--- src/rtl/pwm_ctrl_pkg.sv ---
// Shared register map, ramp_ctrl bit positions and ramp state encoding.
// Pure declarations; no latency.
// No handshake; consumers decode directly.
package pwm_ctrl_pkg;

    localparam logic [6:0] ADDR_EN_OUT_LO = 7'h00;
    localparam logic [6:0] ADDR_EN_OUT_HI = 7'h01;
    localparam logic [6:0] ADDR_EN_PWM_LO = 7'h02;
    localparam logic [6:0] ADDR_EN_PWM_HI = 7'h03;
    localparam logic [6:0] ADDR_DUTY      = 7'h04;
    localparam logic [6:0] ADDR_RAMP_CTRL = 7'h05;
    localparam logic [6:0] ADDR_RAMP_STEP = 7'h06;
    localparam logic [6:0] ADDR_RAMP_DIV  = 7'h07;
    localparam logic [6:0] ADDR_RAMP_LO   = 7'h08;
    localparam logic [6:0] ADDR_RAMP_HI   = 7'h09;

    localparam int CTRL_EN_BIT   = 0;
    localparam int CTRL_MODE_BIT = 1;

    typedef enum logic [1:0] {
        ST_IDLE = 2'd0,
        ST_UP   = 2'd1,
        ST_DOWN = 2'd2
    } ramp_state_t;

endpackage

--- src/rtl/ramp_tick_gen.sv ---
// Prescaler: tick is high while count == div, giving one tick every div+1 cycles.
// Tick is combinational from the count register; clr restarts the period next cycle.
// No backpressure; free-running.
module ramp_tick_gen (
    input  logic       clk,
    input  logic       rst,
    input  logic       clr,
    input  logic [7:0] div,
    output logic       tick
);

    logic [7:0] count;

    assign tick = (count == div);

    always_ff @(posedge clk or posedge rst) begin
        if (rst) begin
            count <= 8'd0;
        end else if (clr || tick) begin
            count <= 8'd0;
        end else begin
            count <= count + 8'd1;
        end
    end

endmodule

--- src/rtl/pwm_ramp_ctrl.sv ---
// PWM enable/duty register block with a triangle/sawtooth duty ramp engine.
// Register writes are visible one cycle after the strobe; ramp steps land one cycle after a tick.
// No backpressure: every write strobe is accepted; a host duty write overrides a coincident tick.
module pwm_ramp_ctrl
    import pwm_ctrl_pkg::*;
#(
    parameter int NUM_REGS = 10
) (
    input  logic       clk,
    input  logic       rst,
    input  logic       wr_valid,
    input  logic [6:0] wr_addr,
    input  logic [7:0] wr_data,
    output logic [7:0] en_reg_out_7_0,
    output logic [7:0] en_reg_out_15_8,
    output logic [7:0] en_reg_pwm_7_0,
    output logic [7:0] en_reg_pwm_15_8,
    output logic [7:0] pwm_duty_cycle,
    output logic       ramp_active,
    output logic       wr_collision
);

    logic [7:0]  ramp_step, ramp_div, ramp_lo, ramp_hi;
    logic        ctrl_en, ctrl_mode;
    ramp_state_t state, state_nxt;
    logic [7:0]  duty_nxt;
    logic        tick, tick_use;
    logic        wr_hit, ctrl_wr, duty_wr, en_rise, en_fall;
    logic [8:0]  up_sum, dn_diff;

    assign wr_hit  = wr_valid && (32'(wr_addr) < NUM_REGS);
    assign ctrl_wr = wr_hit && (wr_addr == ADDR_RAMP_CTRL);
    assign duty_wr = wr_hit && (wr_addr == ADDR_DUTY);
    assign en_rise = ctrl_wr && wr_data[CTRL_EN_BIT] && !ctrl_en;
    assign en_fall = ctrl_wr && !wr_data[CTRL_EN_BIT];

    always_ff @(posedge clk or posedge rst) begin
        if (rst) begin
            en_reg_out_7_0  <= 8'h00;
            en_reg_out_15_8 <= 8'h00;
            en_reg_pwm_7_0  <= 8'h00;
            en_reg_pwm_15_8 <= 8'h00;
            ctrl_en         <= 1'b0;
            ctrl_mode       <= 1'b0;
            ramp_step       <= 8'h00;
            ramp_div        <= 8'h00;
            ramp_lo         <= 8'h00;
            ramp_hi         <= 8'h00;
        end else if (wr_hit) begin
            case (wr_addr)
                ADDR_EN_OUT_LO: en_reg_out_7_0  <= wr_data;
                ADDR_EN_OUT_HI: en_reg_out_15_8 <= wr_data;
                ADDR_EN_PWM_LO: en_reg_pwm_7_0  <= wr_data;
                ADDR_EN_PWM_HI: en_reg_pwm_15_8 <= wr_data;
                ADDR_RAMP_CTRL: begin
                    ctrl_en   <= wr_data[CTRL_EN_BIT];
                    ctrl_mode <= wr_data[CTRL_MODE_BIT];
                end
                ADDR_RAMP_STEP: ramp_step <= wr_data;
                ADDR_RAMP_DIV:  ramp_div  <= wr_data;
                ADDR_RAMP_LO:   ramp_lo   <= wr_data;
                ADDR_RAMP_HI:   ramp_hi   <= wr_data;
                default: ;
            endcase
        end
    end

    ramp_tick_gen u_tick (
        .clk  (clk),
        .rst  (rst),
        .clr  (en_rise),
        .div  (ramp_div),
        .tick (tick)
    );

    assign tick_use = tick && ramp_active;
    // 9-bit arithmetic so saturation is detected instead of wrapping.
    assign up_sum   = {1'b0, pwm_duty_cycle} + {1'b0, ramp_step};
    assign dn_diff  = {1'b0, pwm_duty_cycle} - {1'b0, ramp_step};

    always_ff @(posedge clk or posedge rst) begin
        if (rst) begin
            state          <= ST_IDLE;
            pwm_duty_cycle <= 8'h00;
            wr_collision   <= 1'b0;
        end else begin
            state          <= state_nxt;
            pwm_duty_cycle <= duty_nxt;
            wr_collision   <= duty_wr && tick_use;
        end
    end

    always_comb begin
        state_nxt = state;
        duty_nxt  = pwm_duty_cycle;
        if (en_fall) begin
            state_nxt = ST_IDLE;
        end else if (en_rise) begin
            state_nxt = ST_UP;
            duty_nxt  = ramp_lo;
        end else if (duty_wr) begin
            duty_nxt = wr_data;
        end else if (tick_use) begin
            if (ramp_lo >= ramp_hi) begin
                duty_nxt  = ramp_lo;
                state_nxt = ST_UP;
            end else if (ramp_step == 8'h00) begin
                duty_nxt = pwm_duty_cycle;
            end else if (state == ST_UP) begin
                if (ctrl_mode && (pwm_duty_cycle >= ramp_hi)) begin
                    duty_nxt = ramp_lo;
                end else begin
                    duty_nxt = (up_sum > {1'b0, ramp_hi}) ? ramp_hi : up_sum[7:0];
                    if (!ctrl_mode && (duty_nxt == ramp_hi)) begin
                        state_nxt = ST_DOWN;
                    end
                end
            end else begin
                duty_nxt = (dn_diff[8] || (dn_diff[7:0] < ramp_lo)) ? ramp_lo : dn_diff[7:0];
                if (duty_nxt == ramp_lo) begin
                    state_nxt = ST_UP;
                end
            end
        end
    end

    always_comb begin
        ramp_active = (state == ST_UP) || (state == ST_DOWN);
    end

endmodule

--- config.mk ---
export PLATFORM = sky130hd
export DESIGN_NAME = pwm_ramp_ctrl
export DESIGN_NICKNAME = d
export VERILOG_FILES = /design/src/rtl/pwm_ctrl_pkg.sv /design/src/rtl/ramp_tick_gen.sv /design/src/rtl/pwm_ramp_ctrl.sv
export SDC_FILE = /design/constraint.sdc
export NUM_CORES = 1
export LEC_CHECK = 0
export ABC_AREA = 1
export BUFFER_PORTS_ARGS = -buffer_cell sky130_fd_sc_hd__buf_2
export CAP_MARGIN = 20
export CELL_PAD_IN_SITES_DETAIL_PLACEMENT = 0
export CELL_PAD_IN_SITES_GLOBAL_PLACEMENT = 1
export CORE_UTILIZATION = 40
export CTS_CLUSTER_DIAMETER = 100
export DETAILED_ROUTE_END_ITERATION = 8
export PLACE_DENSITY = 0.88
export SETUP_SLACK_MARGIN = 0.15
export SYNTH_ARGS = -nofsm -noshare
export SYNTH_HDL_FRONTEND = slang
export SYNTH_SLANG_ARGS = --single-unit
export TNS_END_PERCENT = 10
--- constraint.sdc ---
create_clock -name clk -period 3.55 [get_ports clk]
set_clock_uncertainty 0.2 [all_clocks]
set_input_delay 0.8875 -clock clk [delete_from_list [all_inputs] [get_ports clk]]
set_output_delay 0.8875 -clock clk [all_outputs]
set_load 0.01 [all_outputs]
## Word level (Yosys, flattened, before mapping)

Cells that the tools add are included.

| word-level totals | value |
|---|---|
| register bits | 85 |
| bits in read-only memories | 0 |
| bits of input ports | 18 |
| output and inout bits | 42 |
| bits in latches | 0 |
| memory bits (writable) | 0 |
| word-level logic and storage cells | 94 |
| memories | 0 |

| operators by class | value |
|---|---|
| div/mod/pow operators | 0 |
| bitwise logic cells | 1 |
| multipliers | 0 |
| equal/unequal tests | 19 |
| muxes and demuxes | 20 |
| reduce and logical (&&, ||, !) cells | 32 |
| shift operators | 0 |
| order comparisons | 5 |
| $add $sub $neg | 3 |

Operators by type and width:

| operator | count |
|---|---|
| $mux 8 | 10 |
| $eq 7x3->1 const B | 4 |
| $eq 8x8->1 | 3 |
| $mux 2 | 10 |
| $reduce_and 2->1 | 9 |
| $ge 8x8->1 | 2 |
| $eq 7x2->1 const B | 2 |
| $eq 7x4->1 const B | 2 |
| $logic_and 1x1->1 | 10 |
| $add 8x8->9 | 1 |
| $gt 9x8->1 | 1 |
| $sub 8x8->9 | 1 |
| $add 8x1->8 const B | 1 |
| $logic_not 8->1 | 1 |
| $lt 8x8->1 | 1 |
| $ne 4x3->1 const B | 2 |
| $eq 7x1->1 const B | 1 |
| $logic_not 7->1 | 1 |
| $lt 7x4->1 const B | 1 |
| $reduce_and 6->1 | 1 |
| $reduce_bool 3->1 | 2 |
| $ne 5x3->1 const B | 1 |
| $ne 5x4->1 const B | 1 |
| $reduce_bool 5->1 | 1 |
| other kinds (7) | 11 |

## Depth between registers and ports, before layout

| depth | value |
|---|---|
| word-level depth | 14 |
| depth in mapped cells | 29 |
| gate-level depth less buffers | 28 |

## Cells and area by module

Synthesis repeated with hierarchy kept, for this count alone.

| unflattened totals | value |
|---|---|
| cell total of the unflattened synthesis | 804 |
| area, all modules | 5883.1 sq um |

By module, submodules not included:

| module | cells an instance | area an instance (sq um) | sequential area each (sq um) | instances |
|---|---|---|---|---|
| pwm_ramp_ctrl | 731 | 5363.9 | 1926.8 | 1 |
| ramp_tick_gen | 73 | 519.2 | 200.2 | 1 |

## Least setup slack after synthesis

No wires, ideal clock.

| timing | value |
|---|---|
| kind | reg-to-reg |
| from | register pwm_duty_cycle[0] |
| to | register pwm_duty_cycle[7] |
| setup time | 0.116 ns |
| arrival time | 3.145 ns |
| period minus slack after synthesis | 3.462 ns |
| cell stages (with the launch flop) | 25 |
| buffers on the path | 1 |
| slack | 0.088 ns |
| data required time | 3.234 ns |
| path through | dfrtp_1 > ha_1 > fa_1 > nand3_1 > nand2_1 > nand3_1 > nand3_1 > xor2_1 > ha_1 > nand2_1 > nor2_1 > a21oi_1 > nand2_1 > nand2_1 > nand2_1 > nand2_1 > nand2_1 > clkbuf_1 > a21oi_1 > o21bai_1 > nand3_1 > nand2_1 > nand2_1 > nand2_1 > nand2_1 |

| on the way | value |
|---|---|
| cells in the longest elaborated chain, start to end | 10 |
| elaborated cells between the ends (all ways) | 16 |
| classes of those cells | add/sub (2); order compare (3); mux (9); reduce/logical (2) |

Ends and longest elaborated chain:

| what | line | source |
|---|---|---|
| start: declaration | pwm_ramp_ctrl.sv:18 | `output logic [7:0] pwm_duty_cycle,` |
| start signal: assignment | pwm_ramp_ctrl.sv:88 | `pwm_duty_cycle <= duty_nxt;` |
| $add 8x8->9 or $sub 8x8->9 (tied branches) | pwm_ramp_ctrl.sv:78, pwm_ramp_ctrl.sv:79 |  |
| $gt 9x8->1 or $lt 8x8->1 (tied branches) | pwm_ramp_ctrl.sv:113, pwm_ramp_ctrl.sv:119 |  |
| $mux 8 or $logic_or 1x1->1 (tied branches) | pwm_ramp_ctrl.sv:113, pwm_ramp_ctrl.sv:119 |  |
| $mux 8, on equally long branches | pwm_ramp_ctrl.sv:110, pwm_ramp_ctrl.sv:119 |  |
| $mux 8 * | pwm_ramp_ctrl.sv:109 | `end else if (state == ST_UP) begin` |
| $mux 8 * | pwm_ramp_ctrl.sv:107 | `end else if (ramp_step == 8'h00) begin` |
| $mux 8 * | pwm_ramp_ctrl.sv:104 | `if (ramp_lo >= ramp_hi) begin` |
| $mux 8 * | pwm_ramp_ctrl.sv:103 | `end else if (tick_use) begin` |
| $mux 8 * | pwm_ramp_ctrl.sv:101 | `end else if (duty_wr) begin` |
| $mux 8 * | pwm_ramp_ctrl.sv:98 | `end else if (en_rise) begin` |

Every way passes the cells marked *; elsewhere a longest branch is shown, timed or not. The select of a mux whose other input is x is not followed.
A chain may end at the register's enable or synchronous reset.

## Worst setup path after layout

| timing | value |
|---|---|
| from | register pwm_duty_cycle[0] |
| to | register state[1] |

| on the way | value |
|---|---|
| cells in the longest elaborated chain, start to end | 7 |
| elaborated cells between the ends (all ways) | 16 |
| classes of those cells | add/sub (2); order compare (3); eq/ne (4); mux (2); reduce/logical (5) |

Ends and longest elaborated chain:

| what | line | source |
|---|---|---|
| $add 8x8->9 or $sub 8x8->9 (tied branches) | pwm_ramp_ctrl.sv:78, pwm_ramp_ctrl.sv:79 |  |
| $gt 9x8->1 or $lt 8x8->1 (tied branches) | pwm_ramp_ctrl.sv:113, pwm_ramp_ctrl.sv:119 |  |
| $mux 8 or $logic_or 1x1->1 (tied branches) | pwm_ramp_ctrl.sv:113, pwm_ramp_ctrl.sv:119 |  |
| $eq 8x8->1 or $mux 8 (tied branches) | pwm_ramp_ctrl.sv:114, pwm_ramp_ctrl.sv:119 |  |
| $logic_and 1x1->1 or $eq 8x8->1 (tied branches) | pwm_ramp_ctrl.sv:114, pwm_ramp_ctrl.sv:120 |  |
| $ne 5x3->1 (no source line) or $reduce_bool 5->1 (tied branches) | - |  |
| $reduce_and 6->1 (no source line) * | - |  |
| end signal: assignment | pwm_ramp_ctrl.sv:87 | `state <= state_nxt;` |
| end: declaration | pwm_ramp_ctrl.sv:25 | `ramp_state_t state, state_nxt;` |

Every way passes the cells marked *; elsewhere a longest branch is shown, timed or not.

==> run metrics <==
layout cells sized above 1=0.235; H-tree level count=3; register area share after synthesis=0.370; Max FO, Critical Path=5; vias in the first global route=5,536; Pins Over Slew Limit=0; crit end category=flip-flop; Max VDD drop=0.451 mV; Final setup viols=0; fin crit share=0.995; Vias per Instance=5.35; CTS tree=done; switching power=3060 uW; via count=5,737; unique cell type count in the Yosys netlist=35; Gate Count Post-Synth=773; status=finished clean; Seq pwr share=0.182; first-pass GRT wire length=29,100 um; clock-pin transition on the worst setup and hold timing paths=0.07 ns; register bit total from synthesis=85; leading area contributor after synthesis=dfrtp_1; # diodes=0; WL final=18,100 um; unrepaired setup endpoints after global routing=true; Critical Path Source Type=flip-flop; wire length per cell=16.9 um; Synth area leaders=dfrtp_1, nand2_1, ha_1; Slew HR=0.556; clock share of power=0.158; gr ovfl total=0; Fill cells=1,359; P_int=3560 uW; R2R Setup Slk=0.02 ns; Core ar.=13,900 um2; Clk Latency, worst-skew pair=0.34 ns; Layout area overhead=26.9%; synth warn=0; Critical Path RT=3.58 ns; TritonCTS buffer count=9; synthesized area per cell=7.43 um2; met2 WL post-DR=8570 um; Finished Layout Cells=1,072; Max clock buf depth=2; Hold Violations, Final=0; PortBufs=59; Die ar.=14,800 um2; Least-Margin Pin Slew=0.663 ns; met1 WL=7880 um; I/O pin cnt=60; reg2reg start=pwm_duty_cycle[0]$_DFFE_PP0P_; Final ANT Viol Nets=0; Hold Crit Class=in -> async; Initial Util=0.412; Critical R2R Capture=state[1]$_DFFE_PP0P_; # rows=43; Inst Count DP=1,050; final worst path period need=3.53 ns; hold buffers post-CTS=0; Residual DRC=0; max frequency=0.283 GHz; initial antenna violation count=0; crit path DAT=3.56 ns; all-layer global routing usage=0.258; Met3 Wirelength=1130 um; gpl congestion=0.922; post-DP HPWL=13,200 um; DIE WIDTH=122 um; worst setup path class=reg -> reg; CTS sink count=85; logic gate share of total power=0.660; pwr dens=909 nW/um2; max layer used=met4; initial drt markers=400; largest net degree at the start of global routing=76; Net Sw Frac=0.463; number of max-cap violations=0; DR pass1 iterations=5; hold_ws=0.237 ns; Synth Cell Area=5740 um2; post-layout util=0.523; Syn Nets=842; post-synth top area share=0.370; P_leak=0.00384 uW; Clock Tree Root=clkbuf_16; Worst R2R Path Depth=24; die extent in y=122 um; fin nets=956
==> placed cells by master, fill, tap and decap left out, drive strengths merged <==
| master | count |
|---|---|
| o21bai | 1 |
| clkinvlp | 1 |
| clkinv | 4 |
| o21a | 2 |
| a21oi | 43 |
| o2111ai | 1 |
| nand2 | 236 |
| o21ai | 75 |
| xor2 | 15 |
| a21o | 2 |
| buf | 121 |
| nand3 | 51 |
| clkbuf | 10 |
| bufinv | 2 |
| nand4 | 34 |
| nor2 | 39 |
| and3 | 1 |
| nor3 | 8 |
| or2 | 1 |
| fa | 2 |
| nor3b | 3 |
| inv | 83 |
| a21boi | 1 |
| xnor2 | 2 |
| dfrtp | 85 |
| o211ai | 14 |
| nor4 | 5 |
| ha | 49 |
| a31oi | 1 |
==> through the flow <==
step	TNS (ns)	area, um2	worst slack (ns)	power (uW)
floorplan	0	5750	0.115	3530
CTS	0	7020	0.0997	5990
global placement	-0.0746	6620	-0.0264	4750
detailed placement	-0.303	6620	-0.0774	4790
finish	0	7290	0.0171	6620
global route	-1.46	7290	-0.197	7230
==> cell usage after synthesis <==
cell type / n
ha_1: 49
buf_2: 4
o21ai_0: 74
a31oi_1: 1
nand3_4: 1
clkbuf_1: 13
nor3_1: 6
nor2_1: 39
or2_2: 1
a21oi_1: 43
nand4_1: 34
nor3_4: 2
nor4_4: 1
nand3_2: 1
a21boi_1: 1
inv_1: 81
nor4_1: 4
xnor2_1: 2
a21o_1: 2
clkinv_1: 2
nand2_1: 235
buf_6: 1
nand2_2: 1
o21ai_1: 1
xor2_1: 15
nand3_1: 49
dfrtp_1: 85
o21a_1: 2
inv_2: 1
o211ai_1: 14
fa_1: 2
nor3b_1: 3
o2111ai_1: 1
o21bai_1: 1
and3_1: 1
==> critical path, stage by stage (launching register included) <==
cell and delay [ns]:
dfrtp_1 0.41, ha_2 0.21, fa_2 0.41, nand3_2 0.07
nand2_2 0.07, buf_6 0.12, xor2_1 0.13, buf_4 0.16
ha_4 0.27, nand2_4 0.04, inv_2 0.05, buf_4 0.09
nand4_1 0.17, buf_4 0.19, a21boi_2 0.14, buf_6 0.13
nand3_2 0.06, nand2_2 0.08, inv_1 0.04, nand2_1 0.05
nor2_1 0.04, nand2_1 0.09, nand2_2 0.08, nand2_2 0.07
a21oi_1 0.06
==> area by class of cell <==
class / count / area [um2] / area share
clock inverters: 6 / 93.8 / 0.0129
clock buffers: 10 / 229 / 0.0314
well taps: 180 / 225 / 0.0309
repair buffers: 121 / 800 / 0.110
flip-flops and latches: 85 / 2130 / 0.292
multi-input cells: 586 / 3490 / 0.479
inverters: 84 / 319 / 0.0438
==> worst max path at each step <==
stage / startpoint / endpoint / slack (ns) / cells after the start
floorplan: pwm_duty_cycle[0]$_DFFE_PP0P_ / state[1]$_DFFE_PP0P_ / 0.11 / 24
global placement: pwm_duty_cycle[0]$_DFFE_PP0P_ / state[1]$_DFFE_PP0P_ / -0.03 / 24
detailed placement: pwm_duty_cycle[0]$_DFFE_PP0P_ / state[0]$_DFFE_PP0P_ / -0.08 / 26
CTS: pwm_duty_cycle[0]$_DFFE_PP0P_ / state[1]$_DFFE_PP0P_ / 0.1 / 25
global route: ramp_step[0]$_DFFE_PP0P_ / state[0]$_DFFE_PP0P_ / -0.20 / 26
finish: pwm_duty_cycle[0]$_DFFE_PP0P_ / state[1]$_DFFE_PP0P_ / 0.02 / 24
==> timing repair <==
action / 4_1_cts / 5_1_grt
gates cloned: 0 / 0
pin swaps: 11 / 36
gates resized for setup: 23 / 62
setup endpoints to repair: 10 / 10
setup buffers: 0 / 6
==> power groups by stage <==
stage	sequential, uW	clock [uW]	combinational, uW
6_report	1210	1040	4370
4_1_cts	1200	1060	3730
3_3_place_gp	1220	0	3540
3_5_place_dp	1220	0	3570
2_1_floorplan	1240	0	2300
5_1_grt	1220	1100	4910
==> kinds of logic (layout without fill, tap and decap cells) <==
logic type	count (synthesis)	after routing	synth area share
AOI/OAI and AO/OA	140	140	0.132
xor gates and xnor gates	17	17	0.0259
adders and majority gates	51	51	0.114
buffers and inverters	102	221	0.0688
DFF	85	85	0.370
and+or+nand+nor	378	378	0.290
==> per-layer routing <==
metal | up-vias | global-route usage
met1 | 2701 | 0.337
met5 | - | 0
met4 | 0 | 0.0980
met3 | 41 | 0.0473
li1 | 2807 | -
met2 | 188 | 0.423
Note: power is estimated with default switching activity, not from simulation.
